===== config.mk =====
export PLATFORM = sky130hd
export DESIGN_NAME = inst_fetch
export DESIGN_NICKNAME = d
export VERILOG_FILES = /design/src/rtl/inst_fetch_pkg.sv /design/src/rtl/if_hold_buf.sv /design/src/rtl/inst_fetch.sv
export SDC_FILE = /design/constraint.sdc
export NUM_CORES = 1
export LEC_CHECK = 0
export BUFFER_PORTS_ARGS = -buffer_cell sky130_fd_sc_hd__clkbuf_2
export CORE_MARGIN = 2
export CORE_UTILIZATION = 35
export CTS_CLUSTER_SIZE = 24
export DETAILED_ROUTE_END_ITERATION = 6
export SLEW_MARGIN = 25
export SYNTH_ARGS = -nofsm -noshare
export SYNTH_HDL_FRONTEND = slang
export SYNTH_HIERARCHICAL = 1
export SYNTH_SLANG_ARGS = --single-unit
export TNS_END_PERCENT = 100

===== constraint.sdc =====
create_clock -name clk -period 5.8 [get_ports clk]
set_clock_uncertainty 0.15 [all_clocks]
set_input_delay 0.87 -clock clk [delete_from_list [all_inputs] [get_ports clk]]
set_output_delay 0.87 -clock clk [all_outputs]
set_load 0.01 [all_outputs]

===== src/rtl/inst_fetch_pkg.sv =====
// Shared defines for the instruction-fetch slice: enables, stop flags,
// the default NOP word and the instruction bus widths.
package inst_fetch_pkg;

    localparam logic RstEnable  = 1'b1;
    localparam logic ChipEnable = 1'b1;
    localparam logic Stop       = 1'b1;
    localparam logic NoStop     = 1'b0;

    localparam int InstAddrBus = 32;
    localparam int InstBus     = 32;

    typedef logic [InstAddrBus-1:0] inst_addr_t;
    typedef logic [InstBus-1:0]     inst_t;

    localparam inst_t NopInst = 32'h0000_0000;

    // A fetch address is word aligned when its two low bits are zero.
    function automatic logic is_word_aligned(input inst_addr_t addr);
        return (addr[1:0] == 2'b00);
    endfunction

endpackage


===== src/rtl/if_hold_buf.sv =====
// One-entry pc+instruction buffer that parks a fetched word while the
// IF/ID stage is frozen. Clear wins over load.
module if_hold_buf
    import inst_fetch_pkg::*;
(
    input  logic       clk,
    input  logic       rst,
    input  logic       load_i,
    input  logic       clear_i,
    input  inst_addr_t pc_i,
    input  inst_t      inst_i,
    output inst_addr_t pc_o,
    output inst_t      inst_o,
    output logic       valid_o
);

    inst_addr_t pc_q;
    inst_t      inst_q;
    logic       valid_q;

    // Capture on load, invalidate on clear or reset.
    always_ff @(posedge clk) begin
        if (rst == RstEnable) begin
            pc_q    <= '0;
            inst_q  <= '0;
            valid_q <= 1'b0;
        end else if (clear_i) begin
            valid_q <= 1'b0;
        end else if (load_i) begin
            pc_q    <= pc_i;
            inst_q  <= inst_i;
            valid_q <= 1'b1;
        end
    end

    assign pc_o    = pc_q;
    assign inst_o  = inst_q;
    assign valid_o = valid_q;

endmodule


===== src/rtl/inst_fetch.sv =====
// Instruction fetch stage: drives the instruction bus, parks data that
// arrives while IF/ID is frozen, drains in-flight requests after a flush,
// and owns the IF/ID pipeline register.
// Optional feature: define IF_ALIGN_CHECK_EN to add the id_adel output and
// suppress fetches from misaligned addresses.
module inst_fetch
    import inst_fetch_pkg::*;
#(
    parameter inst_t NOP_INST = NopInst
) (
    input  logic        clk,
    input  logic        rst,
    input  logic [31:0] pc_i,
    input  logic        ce_i,
    input  logic [5:0]  stall,
    input  logic        flush,
    output logic        bus_req,
    output logic [31:0] bus_addr,
    input  logic        bus_ack,
    input  logic [31:0] bus_rdata,
    output logic        stallreq_o,
    output logic [31:0] id_pc,
    output logic [31:0] id_inst,
    output logic        id_valid
`ifdef IF_ALIGN_CHECK_EN
    ,
    output logic        id_adel
`endif
);

    typedef enum logic [1:0] {
        S_FETCH   = 2'd0,
        S_HOLD    = 2'd1,
        S_DISCARD = 2'd2
    } state_t;

    state_t     state_q, state_d;
    inst_addr_t addr_q, addr_d;
    inst_addr_t id_pc_q, id_pc_d;
    inst_t      id_inst_q, id_inst_d;
    logic       id_valid_q, id_valid_d;
    logic       adel_q, adel_d;

    logic       misalign;
    logic       fetch_req;
    logic       hb_load, hb_clear, hb_valid;
    inst_addr_t hb_pc;
    inst_t      hb_inst;

    // Only the IF/ID and ID stall bits matter to this stage.
    logic unused_stall_bits;
    assign unused_stall_bits = ^{stall[5:3], stall[0]};

`ifdef IF_ALIGN_CHECK_EN
    assign misalign = (ce_i == ChipEnable) && !is_word_aligned(pc_i);
`else
    assign misalign = 1'b0;
`endif

    assign fetch_req = (ce_i == ChipEnable) && !misalign;

    if_hold_buf u_hold_buf (
        .clk     (clk),
        .rst     (rst),
        .load_i  (hb_load),
        .clear_i (hb_clear),
        .pc_i    (pc_i),
        .inst_i  (bus_rdata),
        .pc_o    (hb_pc),
        .inst_o  (hb_inst),
        .valid_o (hb_valid)
    );

    // Next-state, bus outputs and IF/ID register update.
    always_comb begin
        state_d    = state_q;
        addr_d     = addr_q;
        id_pc_d    = id_pc_q;
        id_inst_d  = id_inst_q;
        id_valid_d = id_valid_q;
        adel_d     = adel_q;
        hb_load    = 1'b0;
        hb_clear   = 1'b0;
        bus_req    = 1'b0;
        bus_addr   = pc_i;
        stallreq_o = NoStop;

        case (state_q)
            S_FETCH: begin
                bus_req    = fetch_req;
                bus_addr   = pc_i;
                stallreq_o = fetch_req & ~bus_ack;
                // Remember the outstanding address in case a flush forces a drain.
                if (fetch_req && !bus_ack) addr_d = pc_i;
                if (flush) begin
                    state_d = (fetch_req && !bus_ack) ? S_DISCARD : S_FETCH;
                end else if (fetch_req && bus_ack && (stall[1] == Stop)) begin
                    hb_load = 1'b1;
                    state_d = S_HOLD;
                end
            end
            S_HOLD: begin
                if (flush) begin
                    state_d = S_FETCH;
                end else if (stall[1] == NoStop) begin
                    hb_clear = 1'b1;
                    state_d  = S_FETCH;
                end
            end
            S_DISCARD: begin
                // The bus cannot be abandoned: keep requesting the old address.
                bus_req    = 1'b1;
                bus_addr   = addr_q;
                stallreq_o = Stop;
                if (bus_ack) state_d = S_FETCH;
            end
            default: state_d = S_FETCH;
        endcase

        if (flush) hb_clear = 1'b1;

        if (flush || ((stall[1] == Stop) && (stall[2] == NoStop))) begin
            id_pc_d    = '0;
            id_inst_d  = NOP_INST;
            id_valid_d = 1'b0;
            adel_d     = 1'b0;
        end else if (stall[1] == NoStop) begin
            id_pc_d    = '0;
            id_inst_d  = NOP_INST;
            id_valid_d = 1'b0;
            adel_d     = 1'b0;
            if (state_q == S_FETCH) begin
                if (misalign) begin
                    id_pc_d = pc_i;
                    adel_d  = 1'b1;
                end else if (fetch_req && bus_ack) begin
                    id_pc_d    = pc_i;
                    id_inst_d  = bus_rdata;
                    id_valid_d = 1'b1;
                end
            end else if (state_q == S_HOLD) begin
                id_pc_d    = hb_pc;
                id_inst_d  = hb_inst;
                id_valid_d = hb_valid;
            end
        end
    end

    // State and IF/ID pipeline registers.
    always_ff @(posedge clk) begin
        if (rst == RstEnable) begin
            state_q    <= S_FETCH;
            addr_q     <= '0;
            id_pc_q    <= '0;
            id_inst_q  <= NOP_INST;
            id_valid_q <= 1'b0;
            adel_q     <= 1'b0;
        end else begin
            state_q    <= state_d;
            addr_q     <= addr_d;
            id_pc_q    <= id_pc_d;
            id_inst_q  <= id_inst_d;
            id_valid_q <= id_valid_d;
            adel_q     <= adel_d;
        end
    end

    assign id_pc    = id_pc_q;
    assign id_inst  = id_inst_q;
    assign id_valid = id_valid_q;

`ifdef IF_ALIGN_CHECK_EN
    assign id_adel = adel_q;
`else
    logic unused_adel;
    assign unused_adel = adel_q ^ adel_d;
`endif

endmodule


==> results by group, run 1 <==
Status
  – Status: complete, no violations

Drt
  – Initial drt markers: 270
  – Total Wirelength: 21.4 mm
  – Routed vias: 6470
  – First-pass iteration count of the detailed router: 4
  – Vias/cell: 5.39
  – Drt drc: 0
  – Detail Route Antenna Nets: 0
  – Avg WL per Cell: 17.9 um

Floorplan
  – Die area: 0.0239 mm^2
  – Die extent in x: 155 um
  – Initial Util: 0.354
  – Die H: 155 um
  – Rows: 55
  – Boundary Pins: 174
  – Core Box Area: 0.0224 mm^2

Cells and area
  – Area growth, synth to finish: 15.9%
  – Fill cell count: 2255
  – Multi-input gate area: 0.00403 mm^2
  – Ant diodes: 0
  – Nets@finish: 978
  – Final Cell Area: 0.00919 mm^2
  – Register area: 0.00328 mm^2
  – Share of cells above drive strength 1: 0.343

Power
  – Pwr/cell area: 284 mW/mm^2
  – Pleak: 3.41 nW
  – Clock share of power: 0.427
  – Peak VDD IR: 0.154 mV
  – Sw Pwr: 705 uW
  – Int Pwr: 1.90 mW
  – Sw frac: 0.271
  – Combinational share of power: 0.121
  – Register share of total power: 0.451

Logic synthesis
  – Syn Nets: 873
  – Register area share after synthesis: 0.414
  – Post-synth top area cell: dfxtp_1
  – Syn Area/Cell: 9.94 um^2
  – Most instantiated cells after synthesis: dfxtp_1, nand2_1, nand2b_1, nand4bb_1, a211oi_1
  – Synth Warn #: 6
  – Synth cell types: 36
  – Synth Flop Type: dfxtp_1
  – Post-synth EDFFs: 0
  – Cells after synthesis: 798
  – Synth top area cells: dfxtp_1, nand4bb_1, a221oi_2
  – Asr flop ratio synth: 0
  – Most frequent cell after synthesis: dfxtp_1
  – Synth top area share: 0.414
  – Synthesized cell area: 0.00794 mm^2
  – Synth Register Bits: 164

Setup path
  – Setup crit start kind: flip-flop
  – Worst-path cell chain: nand2b_2, mux2_2, clkbuf_2
  – Register-to-Register Path Depth: 6
  – Buf/Inv on CP: 1
  – FF-to-FF setup slack: 3360 ps
  – Setup crit end kind: output port
  – Crit Reg-Reg Endpoint: u_hold_buf/inst_o[12]
  – Crit Path Max Fanout: 35
  – Crit-path max cell delay: 820 ps
  – Critical path depth: 3
  – Crit path max-delay family: simple AND/OR/NAND/NOR gates
  – Slowest-stage cell, CP: nand2b_2
  – CP Launch Point: state_q[0]
  – Setup CP Type: flip-flop to output port
  – Critical path capture point: bus_addr[0]
  – Critical path arrival: 2350 ps
  – Required @ worst endpoint: 4780 ps
  – RR Startpoint: state_q[0]

Clocking
  – Clk sinks: 164
  – Post-CTS Repair Setup Buffers: 0
  – Root buf cell: clkbuf_16
  – Num CTS Buffers: 17
  – Clock transition at path regs: 70 ps
  – Resized cells post-CTS: 0
  – Clk buf depth: 2
  – Count of hold-fix buffers inserted at cts: 0
  – CTS tree: yes
  – Clk_lat worst skew: 430 ps
  – CTS H-Tree Depth: 4

Run
  – Max_cap viols: 0

Timing
  – Number of setup violations in the final report: 0
  – Post-layout min period: 3370 ps
  – RSZ-0062 raised after global routing: false
  – Setup TNS: 0 ps
  – Rel. slew slack: 0.324
  – Maximum clock frequency: 297 MHz
  – Slack of the critical path: 2430 ps
  – Fin crit share: 0.581
  – Final slew viol count: 0
  – Transition time of the tightest slew-check pin: 1010 ps
  – Final Hold Vio Count: 0

Placed design
  – DP Area: 0.00861 mm^2
  – PortBufs: 169
  – Post-place setup slack: 2330 ps
  – Hpwl dp: 12.0 mm
  – Placer Congestion: 0.707

Global route
  – First-pass GRT wire length: 34.4 mm
  – Gr usage total: 0.179
  – Vias in the first global route: 6238
  – Initial antenna violation count: 0
  – Largest net degree at the start of global routing: 114
  – Total grt overflow: 0

Min path
  – Worst min path class: flip-flop to flip-flop
per-stage QoR:
step,cells,hold slack (ps),power (mW),util
6_report,1201,303,2.61,0.410
3_3_place_gp,1169,289,1.52,0.384
3_5_place_dp,1169,295,1.52,0.384
5_1_grt,1201,319,2.72,0.410
4_1_cts,1201,304,2.64,0.410
2_1_floorplan,798,284,1.42,-
worst min path at each step:
stage / start / cells past startpoint / end
3_5_place_dp: addr_q[22] / 2 / addr_q[22]
3_3_place_gp: addr_q[24] / 2 / addr_q[24]
4_1_cts: addr_q[22] / 2 / addr_q[22]
2_1_floorplan: addr_q[0] / 2 / addr_q[0]
6_report: addr_q[14] / 2 / addr_q[14]
5_1_grt: addr_q[25] / 2 / addr_q[25]
state kept, by name, summed over array words and instances (netlist names):
name,flops
u_hold_buf/inst_o,32
state_q,2
id_inst,32
u_hold_buf/pc_o,32
id_valid,1
id_pc,32
u_hold_buf/valid_o,1
addr_q,32
area by class of cell:
class | count | area share
Inverter | 1 | 0.000408
Clock buffer | 19 | 0.0493
Clock inverter | 13 | 0.0133
Multi-Input combinational cell | 538 | 0.438
Tap cell | 285 | 0.0388
Sequential cell | 164 | 0.357
Timing Repair Buffer | 181 | 0.103
layout by cell type (no fill, tap or decap), drive strengths merged, types with 2 or more instances in the layout:
master      n
a211oi     65
a21oi      33
a221oi     64
buf        14
clkbuf    186
clkinv      4
clkinvlp    4
dfxtp     164
inv         5
mux2       32
nand2     129
nand2b     65
nand4bb    64
nor2        5
nor2b       4
nor3        2
o21ai      64
worst reg2reg max path, delay by kind of cell (launching register included):
kind,cells,cell delay (ps)
buffers and inverters,2,790
DFF,1,530
AOI/OAI and AO/OA,2,590
and+or+nand+nor,2,310
power by group through the flow:
stage	Combinational, mW	Clock [mW]	Sequential (mW)
6_report	0.317	1.11	1.18
5_1_grt	0.346	1.19	1.18
4_1_cts	0.321	1.14	1.18
3_5_place_dp	0.320	0	1.20
3_3_place_gp	0.318	0	1.20
2_1_floorplan	0.216	0	1.20
kinds of logic after synthesis:
family                 after synthesis  share of synthesized area
AOI/OAI and AO/OA                  231                      0.241
DFF                                164                      0.414
buffers and inverters               96                     0.0810
muxes                               32                     0.0454
and+or+nand+nor                    275                      0.219
layer usage:
layer,track usage,routed length (um),part of all wire
met3,0.0322,758,0.035
met1,0.248,10500,0.49
met4,0.0525,213,0.0099
met2,0.285,10000,0.47
met5,0,0,0
No activity file was read; power rests on OpenSTA's default activity.
==> run 2, diff against run 1 <==
clock period = 3.4 ns   (was 5.8 ns; I/O delays follow)
==> run 2 against run 1 <==
Compared with the run above: sequential share of layout area shrank 0.56 points; via count shrank 0.48%; sequential power grew 70%; flip-flop and latch count is the same; critical path type unchanged; largest power group is now clock.
==> results by group, run 2 (synthesis gave the netlist of run 1 again) <==
Floorplan
  – Boundary Pins: 174 (unchanged)
  – Die area: 0.0239 mm^2 (unchanged)
  – Rows: 55 (unchanged)
  – Initial Util: 0.354 (unchanged)
  – Core Box Area: 0.0224 mm^2 (unchanged)
  – Die extent in x: 155 um (unchanged)
  – Die H: 155 um (unchanged)

Clocking
  – Resized cells post-CTS: 0 (unchanged)
  – Clk_lat worst skew: 430 ps (about the same)
  – Num CTS Buffers: 17 (unchanged)
  – Count of hold-fix buffers inserted at cts: 0 (unchanged)
  – CTS H-Tree Depth: 4 (unchanged)
  – CTS tree: yes (unchanged)
  – Clk sinks: 164 (unchanged)
  – Post-CTS Repair Setup Buffers: 0 (unchanged)
  – Clock transition at path regs: 80 ps (was 70 ps)
  – Clk buf depth: 2 (unchanged)
  – Root buf cell: clkbuf_16 (unchanged)

Setup path
  – Crit-path max cell delay: 750 ps (was 820 ps)
  – FF-to-FF setup slack: 1220 ps (was 3360 ps)
  – Crit Path Max Fanout: 33 (was 35)
  – Required @ worst endpoint: 2740 ps (was 4780 ps)
  – Setup crit end kind: output port (unchanged)
  – Worst-path cell chain: nand2b_2, mux2_2, clkbuf_2 (unchanged)
  – Critical path arrival: 2290 ps (was 2350 ps)
  – Setup CP Type: flip-flop to output port (unchanged)
  – Slowest-stage cell, CP: nand2b_2 (unchanged)
  – Setup crit start kind: flip-flop (unchanged)

Drt
  – Highest layer used for signal routing: met4 (unchanged)
  – First-pass iteration count of the detailed router: 4 (unchanged)
  – Total Wirelength: 21.5 mm (was 21.4 mm)
  – Metal-1 WL: 10.4 mm (was 10.5 mm)
  – Met3 wire len: 706 um (was 758 um)
  – Vias/cell: 5.34 (was 5.39)
  – Met2 wire length: 10.2 mm (was 10.0 mm)
  – Detail Route Antenna Nets: 0 (unchanged)
  – Drt drc: 0 (unchanged)
  – Initial drt markers: 351 (was 270)
  – Avg WL per Cell: 17.8 um (was 17.9 um)
  – Routed vias: 6439 (was 6470)

Power
  – Pleak: 3.47 nW (was 3.41 nW)
  – Pwr/cell area: 500 mW/mm^2 (was 284 mW/mm^2)
  – Peak VDD IR: 0.291 mV (was 0.154 mV)

Global route
  – Gr usage total: 0.182 (was 0.179)
  – Vias in the first global route: 6191 (was 6238)
  – Largest net degree at the start of global routing: 134 (was 114)
  – Total grt overflow: 0 (unchanged)
  – Initial antenna violation count: 1 (was 0)
  – First-pass GRT wire length: 34.8 mm (was 34.4 mm)

Run
  – Max_cap viols: 0 (unchanged)

Placed design
  – DP Cell Count: 1173 (was 1169)
  – Hpwl dp: 12.5 mm (was 12.0 mm)
  – Placer Congestion: 0.726 (was 0.707)
  – PortBufs: 169 (unchanged)

Timing
  – Maximum clock frequency: 339 MHz
  – Transition time of the tightest slew-check pin: 874 ps (was 1010 ps)
  – RSZ-0062 raised after global routing: false (unchanged)
  – Post-layout min period: 2950 ps
  – Setup TNS: 0 ps (unchanged)
  – Final Hold Vio Count: 0 (unchanged)
  – Rel. slew slack: 0.417 (was 0.324)
  – Number of setup violations in the final report: 0 (unchanged)
  – Final slew viol count: 0 (unchanged)
  – Fin crit share: 0.867

Cells and area
  – Area growth, synth to finish: 17.7% (was 15.9%)
  – Final Core Density: 0.416 (was 0.410)
  – Final cell count without fillers: 1206 (was 1201)
  – Commonest non-fill, non-tap cell in the layout: clkbuf_2 (unchanged)
  – Share of cells above drive strength 1: 0.345 (was 0.343)
  – Nets@finish: 982 (was 978)
  – Most frequent cells in the layout: clkbuf_2, dfxtp_1, nand2_1, nand2b_1, nand4bb_1 (unchanged)

Min path
  – Worst min path class: input pin to flip-flop (was flip-flop to flip-flop)

Status
  – Status: complete, no violations (unchanged)
[run 2: cell count changes in the layout (fill, tap and decap cells not counted), sizes merged]
cell / previous run / this run
bufinv: 1 / 4
clkinvlp: 4 / 3
diode: 0 / 1
clkinv: 4 / 2
buf: 14 / 18
[run 2: power by group]
part | total, mW | internal [mW] | switching [mW]
registers | 2.01 | 1.98 | 0.0314
clock network | 2.11 | 1.27 | 0.848
logic | 0.547 | 0.218 | 0.329
total | 4.67 | 3.46 | 1.21
[run 2: path summary, 6_finish.rpt]
path                                 start                     to  cells past startpoint
worst min register to register  addr_q[31]             addr_q[31]                      2
worst min-delay path              pc_i[17]             addr_q[17]                      3
worst max register to register  state_q[1]  u_hold_buf/inst_o[31]                      5
worst max-delay path            state_q[0]            bus_addr[0]                      3
[run 2: routing by layer]
layer  up-vias  track usage
li1       3172            -
met1      3146        0.244
met2       109        0.299
met3        12       0.0387
met4         0       0.0454
met5         -            0
[run 2: layout make-up]
class,count,area (um^2)
Sequential cell,164,3280
Tap cell,285,357
Timing Repair Buffer,185,1020
Fill cell,2270,13100
Clock inverter,13,198
Clock buffer,19,443
Antenna cell,1,2.50
Multi-Input combinational cell,538,4030
Inverter,1,3.75
[run 2: worst max-delay path: cells and delay by family, from the launching register on]
family	cells	cell delay [ps]
and+or+nand+nor	1	750
DFF	1	510
muxes	1	420
buffers and inverters	1	150
[run 2: per-stage QoR]
step | setup slack [ps] | hold WS, ps | total power, mW | area [um^2]
after floorplan | 1300 | 284 | 2.42 | 7940
after global placement | 897 | 291 | 2.60 | 8690
after detailed placement | 881 | 296 | 2.60 | 8690
after CTS | 433 | 175 | 4.73 | 9340
after global routing | 338 | 196 | 4.86 | 9340
final | 453 | 194 | 4.67 | 9340
==> run 3, diff against run 2 <==
==> constraint.sdc (replaced) <==
create_clock -name clk -period 3.4 [get_ports clk]
set_clock_uncertainty 0.15 [all_clocks]
set_input_delay 0.17 -clock clk [delete_from_list [all_inputs] [get_ports clk]]
set_output_delay 0.17 -clock clk [all_outputs]
set_load 0.01 [all_outputs]
==> run 3 against run 2 <==
Compared with the run above: clock power is 4% lower; die area stayed put; worst hold slack worse by 160 ps; register-to-register slack worse by 180 ps; final area is 6.5% higher; wire length is 1.8% higher; fmax is 9.8% higher; via count is 4.4% higher; critical path type unchanged.
==> results by group, run 3 (synthesis gave the netlist of run 1 again) <==
Cells and area
  – Most frequent cells in the layout: clkbuf_2, dfxtp_1, nand2_1, dlygate4sd3_1 (was clkbuf_2, dfxtp_1, nand2_1, nand2b_1, nand4bb_1)
  – Commonest non-fill, non-tap cell in the layout: clkbuf_2 (unchanged)
  – Ant diodes: 0 (was 1)
  – Area growth, synth to finish: 25.4% (was 17.7%)
  – Final Core Density: 0.444 (was 0.416)
  – Share of cells above drive strength 1: 0.319 (was 0.345)
  – Nets@finish: 1047 (was 982)
  – Final cell count without fillers: 1270 (was 1206)

Floorplan
  – Rows: 55 (unchanged)
  – Die area: 0.0239 mm^2 (unchanged)
  – Initial Util: 0.354 (unchanged)
  – Core Box Area: 0.0224 mm^2 (unchanged)
  – Die extent in x: 155 um (unchanged)
  – Boundary Pins: 174 (unchanged)
  – Die H: 155 um (unchanged)

Global route
  – Total grt overflow: 0 (unchanged)
  – Initial antenna violation count: 0 (was 1)
  – First-pass GRT wire length: 35.2 mm (was 34.8 mm)
  – Vias in the first global route: 6489 (was 6191)
  – Gr usage total: 0.181 (was 0.182)
  – Largest net degree at the start of global routing: 107 (was 134)

Timing
  – Fin crit share: 0.789 (was 0.867)
  – RSZ-0062 raised after global routing: false (unchanged)
  – Setup TNS: 0 ps (unchanged)
  – Transition time of the tightest slew-check pin: 972 ps (was 874 ps)
  – Post-layout min period: 2680 ps (was 2950 ps)
  – Number of setup violations in the final report: 0 (unchanged)
  – Maximum clock frequency: 373 MHz (was 339 MHz)
  – Rel. slew slack: 0.352 (was 0.417)
  – Final Hold Vio Count: 0 (unchanged)
  – Slack of the critical path: 716 ps (was 453 ps)
  – Final slew viol count: 0 (unchanged)

Power
  – Peak VDD IR: 0.287 mV (was 0.291 mV)
  – Pwr/cell area: 466 mW/mm^2 (was 500 mW/mm^2)
  – Pleak: 3.73 nW (was 3.47 nW)
  – Tot Pwr: 4.64 mW (was 4.67 mW)

Drt
  – Detail Route Antenna Nets: 0 (unchanged)
  – Total Wirelength: 21.8 mm (was 21.5 mm)
  – Drt drc: 0 (unchanged)
  – Routed vias: 6723 (was 6439)
  – First-pass iteration count of the detailed router: 5 (was 4)
  – Initial drt markers: 366 (was 351)
  – Avg WL per Cell: 17.2 um (was 17.8 um)
  – Vias/cell: 5.29 (was 5.34)

Placed design
  – Hpwl dp: 12.2 mm (was 12.5 mm)
  – PortBufs: 169 (unchanged)
  – Post-place setup slack: 1060 ps (was 881 ps)
  – Placer Congestion: 0.732 (was 0.726)
  – DP Cell Count: 1170 (was 1173)

Setup path
  – Required @ worst endpoint: 3080 ps (was 2740 ps)
  – Critical path arrival: 2360 ps (was 2290 ps)
  – Setup CP Type: flip-flop to output port (unchanged)
  – Crit Path Max Fanout: 35 (was 33)
  – Setup crit start kind: flip-flop (unchanged)
  – Setup crit end kind: output port (unchanged)

Clocking
  – Num CTS Buffers: 17 (unchanged)
  – Clk sinks: 164 (unchanged)
  – Root buf cell: clkbuf_16 (unchanged)
  – Clk_lat worst skew: 420 ps (was 430 ps)
  – Count of hold-fix buffers inserted at cts: 68 (was 0)
  – Clk buf depth: 2 (unchanged)
  – Resized cells post-CTS: 0 (unchanged)
  – CTS H-Tree Depth: 4 (unchanged)
  – Clock transition at path regs: 60 ps (was 80 ps)
  – CTS tree: yes (unchanged)
  – Post-CTS Repair Setup Buffers: 0 (unchanged)

Run
  – Max_cap viols: 0 (unchanged)

Min path
  – Worst min path class: input pin to flip-flop (unchanged)

Status
  – Status: complete, no violations (unchanged)
==> run 3: area by class of cell <==
type,count,area (um^2)
Sequential cell,164,3280
Fill cell,2144,12500
Multi-Input combinational cell,538,4030
Tap cell,285,357
Timing Repair Buffer,250,1670
Clock inverter,12,153
Clock buffer,20,457
Inverter,1,3.75
==> run 3: path summary, 6_finish.rpt <==
path                                              end       start  slack, ps  cells after the start
worst max-delay path                     bus_addr[29]  state_q[0]        720                      3
worst min-delay path                       state_q[1]     bus_ack         30                      3
worst max register to register  u_hold_buf/inst_o[13]  state_q[1]       1040                      5
worst min register to register             addr_q[20]  addr_q[20]        300                      2
==> run 3: per-layer routing <==
metal,GRT usage,vias to the layer above,share of wire
met5,0,-,0
met4,0.0613,0,0.016
met3,0.0255,23,0.032
met2,0.300,151,0.47
met1,0.243,3246,0.48
li1,-,3303,-
==> run 3: critical path, cell delays in order, from the launching register on <==
cell	delay, ps
dfxtp_1	520
nand2b_2	820
mux2_2	430
clkbuf_2	140
==> run 3: stage by stage <==
step                cell area [um^2]  hold slack (ps)
CTS                             9950             11.6
global placement                8660              290
floorplan                       7940              156
finish                          9950             32.0
detailed placement              8660              296
global route                    9950             29.5
==> run 3: where the power goes <==
part	internal (mW)	total, mW	switching (mW)	leakage [nW]
combinational	0.267	0.608	0.341	2.10
sequential	1.98	2.01	0.0315	1.33
clock	1.20	2.03	0.829	0.301
